`src/rtl/servo_pulse_decoder.sv`:
```
// Measures RC-servo pulse width and rise-to-rise period in microseconds,
// flagging out-of-range pulses and loss of signal.
module servo_pulse_decoder #(
   parameter int CLK_HZ     = 100_000_000,
   parameter int MIN_US     = 500,
   parameter int MAX_US     = 2500,
   parameter int TIMEOUT_US = 25000
) (
   input  logic        CLK,
   input  logic        RST_N,
   input  logic        PULSE_IN,
   output logic [11:0] WIDTH,
   output logic [15:0] PERIOD,
   output logic        VALID,
   output logic        ERR,
   output logic        LOST
);

   localparam int DIV = CLK_HZ / 1_000_000;
   localparam int PW  = $clog2(DIV);
   localparam logic [PW-1:0] PRE_TOP = PW'(DIV - 1);
   localparam logic [11:0]   MIN_W   = 12'(MIN_US);
   localparam logic [11:0]   MAX_W   = 12'(MAX_US);
   localparam logic [15:0]   TMO     = 16'(TIMEOUT_US);

   typedef enum logic [1:0] {
      SYNC_LOW,
      ARMED,
      HIGH,
      WAIT_LOW
   } state_t;

   state_t        state;
   logic          sync1, sync2, prev;
   logic          rise, fall, tick, timeout;
   logic [PW-1:0] pre;
   logic [11:0]   width_cnt, width_nxt;
   logic [15:0]   period_cnt, period_nxt;
   logic [15:0]   pending;
   logic          pend_ok;

   // Next-count values include the tick of the current cycle so that an
   // edge landing on a tick still counts that last microsecond.
   always_comb begin
      rise       = sync2 & ~prev;
      fall       = ~sync2 & prev;
      tick       = (pre == PRE_TOP);
      width_nxt  = width_cnt;
      period_nxt = period_cnt;
      if (tick && prev && width_cnt != 12'hFFF)
         width_nxt = width_cnt + 12'd1;
      if (tick && period_cnt != 16'hFFFF)
         period_nxt = period_cnt + 16'd1;
      timeout    = tick && (period_nxt == TMO);
   end

   // Synchronizer resets high so SYNC_LOW waits for a genuine low level.
   always_ff @(posedge CLK or negedge RST_N) begin
      if (!RST_N) begin
         sync1 <= 1'b1;
         sync2 <= 1'b1;
         prev  <= 1'b1;
      end else begin
         sync1 <= PULSE_IN;
         sync2 <= sync1;
         prev  <= sync2;
      end
   end

   always_ff @(posedge CLK or negedge RST_N) begin
      if (!RST_N) begin
         pre        <= '0;
         width_cnt  <= '0;
         period_cnt <= '0;
      end else if (rise) begin
         pre        <= '0;
         width_cnt  <= '0;
         period_cnt <= '0;
      end else begin
         pre        <= tick ? '0 : pre + 1'b1;
         width_cnt  <= width_nxt;
         period_cnt <= period_nxt;
      end
   end

   always_ff @(posedge CLK or negedge RST_N) begin
      if (!RST_N) begin
         state   <= SYNC_LOW;
         WIDTH   <= '0;
         PERIOD  <= '0;
         VALID   <= 1'b0;
         ERR     <= 1'b0;
         LOST    <= 1'b1;
         pending <= '0;
         pend_ok <= 1'b0;
      end else begin
         VALID <= 1'b0;
         ERR   <= 1'b0;
         unique case (state)
            SYNC_LOW: begin
               if (!sync2) state <= ARMED;
            end
            ARMED: begin
               if (rise) begin
                  state   <= HIGH;
                  pending <= period_nxt;
                  pend_ok <= ~LOST;
               end
            end
            HIGH: begin
               if (fall) begin
                  state <= ARMED;
                  if (width_nxt >= MIN_W && width_nxt <= MAX_W) begin
                     WIDTH <= width_nxt;
                     if (pend_ok) PERIOD <= pending;
                     VALID <= 1'b1;
                     LOST  <= 1'b0;
                  end else begin
                     ERR <= 1'b1;
                  end
               end else if (width_cnt > MAX_W) begin
                  ERR   <= 1'b1;
                  state <= WAIT_LOW;
               end
            end
            WAIT_LOW: begin
               if (fall) state <= ARMED;
            end
         endcase
         // Loss wins over a same-cycle rise and spoils its period.
         if (timeout) begin
            LOST    <= 1'b1;
            pend_ok <= 1'b0;
         end
      end
   end

endmodule

```
`config.mk`:
```
export PLATFORM = sky130hd
export DESIGN_NAME = servo_pulse_decoder
export DESIGN_NICKNAME = d
export VERILOG_FILES = /design/src/rtl/servo_pulse_decoder.sv
export SDC_FILE = /design/constraint.sdc
export NUM_CORES = 1
export LEC_CHECK = 0
export BUFFER_PORTS_ARGS = -buffer_cell sky130_fd_sc_hd__buf_4
export CAP_MARGIN = 0
export CORE_ASPECT_RATIO = 0.6
export CORE_MARGIN = 2
export CORE_UTILIZATION = 44
export DETAILED_ROUTE_END_ITERATION = 10
export PLACE_DENSITY = 0.6
export SETUP_SLACK_MARGIN = 0.1
export SLEW_MARGIN = 20
export SYNTH_ARGS = -nofsm -noshare
export SYNTH_HDL_FRONTEND = slang
export SYNTH_SLANG_ARGS = --single-unit
```
`constraint.sdc`:
```
create_clock -name CLK -period 5.1 [get_ports CLK]
set_input_delay 0.765 -clock CLK [delete_from_list [all_inputs] [get_ports CLK]]
set_output_delay 0.765 -clock CLK [all_outputs]
set_load 0.01 [all_outputs]
```
==> results.yml <==
global_route:
  antenna_found_initial: 0
  groute.usage.overall_pct: 18.58
  globalRouteOverflowTotal: 0
  grt_pass1_wl_mm: 15.43
  first_global_vias: 2881
  grt_max_degree: 48
clock_network:
  cts.hold.buffers_added: 0
  ctsResizeCount: 0
  clkSinkCount: 88
  cts_tree: "done"
  clockBufferDepth: 2
  numCtsBuffers: 9
  clock-root-buffer: "clkbuf_16"
  htreeDepth: 3
  clkTransAtPathRegs_ns: 0.06
  post-cts-setup-buffers: 0
  insertion_delay_ns: 0.34
timing:
  rsz0062_at_grt: "no"
  max-slew-margin-rel_pct: 35.16
  min_period_ns: 3.856
  fmax_ghz: 0.2593
  drv_slew: 0
  final-setup-viol-count: 0
  worst_pin_slew_ns: 0.9703
  fin_worst_skew_ns: 0.008465
  fin_crit_sh_pct: 75.61
  hold_viol_final: 0
  fin_tns_setup_ns: 0
synthesis:
  syn-num-nets: 457
  synth-simple-area-share_pct: 21.53
  synth_edf_count: 0
  syn_area_um2: 4447
  yosysTopAreaCell: "dfrtp_1"
  synthArstFlopShare_pct: 100.0
  syn_area_per_cell_um2: 9.993
  ys_top_cells_by_area: "dfrtp_1 (47%), nor2_1 (4.7%), nand2_1 (4.1%)"
  yosysWarnings: 0
  synth_xor_area_share_pct: 6.697
  synth_compound_area_share_pct: 11.09
  synth_cells: 445
  synth_fa_ha_area_share_pct: 2.532
  synth_ff_type: "dfrtp_1"
  ys_ff_latch: 88
  synth_top_area_share_pct: 47.27
  ys_seq_area_share_pct: 49.63
  ys_types: 56
  synth.area.mux_share_pct: 5.740
  synth_top_family_by_area: "simple AND/OR/NAND/NOR gates"
placed_design:
  gp_congestion: 0.8628
  dpl_cell_area_um2: 4802
  post-dp-hpwl_mm: 6.834
  numPortBuffers: 33
drt:
  drc_errors: 0
  ant_nets: 0
  first_iter_violations: 343
  avgRoutedWirePerCell_um: 15.91
  drtPass1Iterations: 5
  viasPerCell: 5.392
  vias: 3300
  drt_wl_total_mm: 9.734
floorplanning:
  placementRows: 28
  num_io_pins: 34
  die-height_um: 81.87
  die_area_um2: 10950
  die_w_um: 133.8
  initial_utilization_pct: 45.17
  core_area_um2: 9844
finish:
  fill_cells: 923
  finish.utilization_pct: 51.67
  layout-drive-gt1-share_pct: 14.47
  n_antenna_cell: 0
  stdcell_area_um2: 5086
  area_delta_synth_final_pct: 14.38
  nets: 484
setup_path:
  rr_endpoint: "PERIOD[10]"
  path_class: "flip-flop to flip-flop"
  cp_cell_sequence: "ha_1 -> and3_1 -> and4_1 -> nor2_1 -> a41o_1 -> o311ai_2 -> a211oi_4 -> nor3b_4 -> mux2_1"
  cp-start-kind: "flip-flop"
  r2r-start: "width_cnt[0]"
  critPathArrivalTime_ns: 4.07
  r2r_slack_ns: 1.24
  cp_data_required_time_ns: 5.32
  reg2regPathDepth: 9
  slowest_delay_ns: 0.76
  cp-end-kind: "flip-flop"
  worst-path-max-fanout: 16
  crit_slowest_cell: "nor3b_4"
flow_run:
  drv_cap: 0
min_path:
  hold_depth: 0
  hold_class: "flip-flop to flip-flop"
  min_from: "sync1"
  min_to: "sync2"
pwr:
  p_per_area_nw_per_um2: 299.9
  p_leak_nw: 2.248
  irDropWorstVdd_v: 0.0001940
status:
  outcome: "finished, final reports clean"
-- cells in the mapped netlist (2+ instances only) --
| cell | count |
|---|---|
| nand2b_1 | 6 |
| xor2_1 | 15 |
| nor4b_1 | 2 |
| and4_1 | 3 |
| nor2_1 | 56 |
| a2111oi_0 | 2 |
| and3_1 | 6 |
| xnor2_1 | 19 |
| inv_1 | 8 |
| a31oi_1 | 6 |
| nand4_1 | 13 |
| o21ai_0 | 32 |
| mux2i_1 | 5 |
| nor3_1 | 9 |
| dfrtp_1 | 84 |
| nand3_1 | 19 |
| mux2_1 | 13 |
| ha_1 | 9 |
| a21oi_1 | 6 |
| dfstp_2 | 4 |
| clkbuf_1 | 14 |
| and2_1 | 3 |
| or3_1 | 3 |
| o22a_1 | 2 |
| nor2b_1 | 5 |
| o22ai_1 | 2 |
| mux2_2 | 4 |
| buf_2 | 5 |
| nand2_1 | 49 |
| o31ai_1 | 13 |
| nor3b_1 | 3 |
-- metrics by stage --
| stage | worst slack, ns | std cells | hold slack [ns] | power [mW] |
|---|---|---|---|---|
| 2_1_floorplan | 1.901 | 445 | 0.3452 | 0.8642 |
| 3_3_place_gp | 1.356 | 596 | 0.3458 | 0.9051 |
| 3_5_place_dp | 1.259 | 596 | 0.3475 | 0.9106 |
| 4_1_cts | 1.207 | 612 | 0.3564 | 1.543 |
| 5_1_grt | 1.047 | 612 | 0.3682 | 1.599 |
| 6_report | 1.244 | 612 | 0.3549 | 1.526 |
-- registers in the layout, indices dropped and copies added, names as in the netlist --
register,count
period_cnt,16
pend_ok,1
PERIOD,16
prev,1
ERR,1
WIDTH,12
width_cnt,12
VALID,1
sync1,1
LOST,1
sync2,1
state,2
pre,7
pending,16
-- per-layer routing --
layer	global-route usage, %	vias to the layer above	routed length, um
li1	-	1618	-
met1	30.98	1573	5421
met2	22.15	100	3513
met3	4.444	9	710
met4	5.957	0	90
met5	0	-	0
-- worst max-delay path, delay by kind of cell (launching register included) --
kind	cells	cell delay [ns]
AO/OA/AOI/OAI	3	0.88
adder cells (fa/ha/maj)	1	0.29
AND/OR/NAND/NOR	4	1.69
multiplexers	1	0.40
flip-flops	1	0.47
-- cell type report --
cell class                 instances  area [um^2]  area share [%]
sequential                        88         2207           43.39
multi-input combinational        328         2118           41.65
timing repair buffer              37        277.8           5.461
clock buffer                      11        242.7           4.772
tap                              135        168.9           3.321
clock inverter                     5        41.29          0.8118
inverter                           8        30.03          0.5904
-- kinds of logic (layout without fill, tap and decap cells) --
kind of cell,count (synthesis),count (layout)
muxes,23,23
xor gates and xnor gates,34,34
adders and majority gates,9,9
and+or+nand+nor,187,187
AOI/OAI and AO/OA,75,75
buffers and inverters,29,61
DFF,88,88
-- layout by cell type, fill, tap and decap left out, types with 4 or more instances in the layout --
cell type / instances
ha_1: 9
a31oi_1: 6
mux2_1: 13
and3_1: 6
xnor2_1: 19
dfstp_2: 4
buf_4: 37
nor2b_1: 4
nand2_1: 49
inv_1: 8
nor3_1: 9
o21ai_0: 32
clkbuf_16: 9
nand2b_1: 6
a21oi_1: 6
mux2i_1: 5
nand4_1: 13
o31ai_1: 13
mux2_2: 4
xor2_1: 15
nand3_1: 19
nor2_1: 56
dfrtp_1: 84
-- report_power, final --
group          switching (mW)  internal [mW]
registers              0.0296          0.724
logic                  0.0873         0.0564
clock network           0.281          0.348
total                   0.398           1.13
-- how the worst max path moves through the flow --
stage | from | endpoint | slack [ns] | depth (start not counted)
3_3_place_gp | width_cnt[0] | PERIOD[4] | 1.36 | 9
4_1_cts | width_cnt[0] | PERIOD[10] | 1.21 | 9
2_1_floorplan | width_cnt[0] | PERIOD[10] | 1.90 | 12
6_report | width_cnt[0] | PERIOD[10] | 1.24 | 9
3_5_place_dp | width_cnt[0] | PERIOD[4] | 1.26 | 9
5_1_grt | width_cnt[0] | PERIOD[10] | 1.05 | 9
Note: power is estimated with default switching activity, not from simulation.
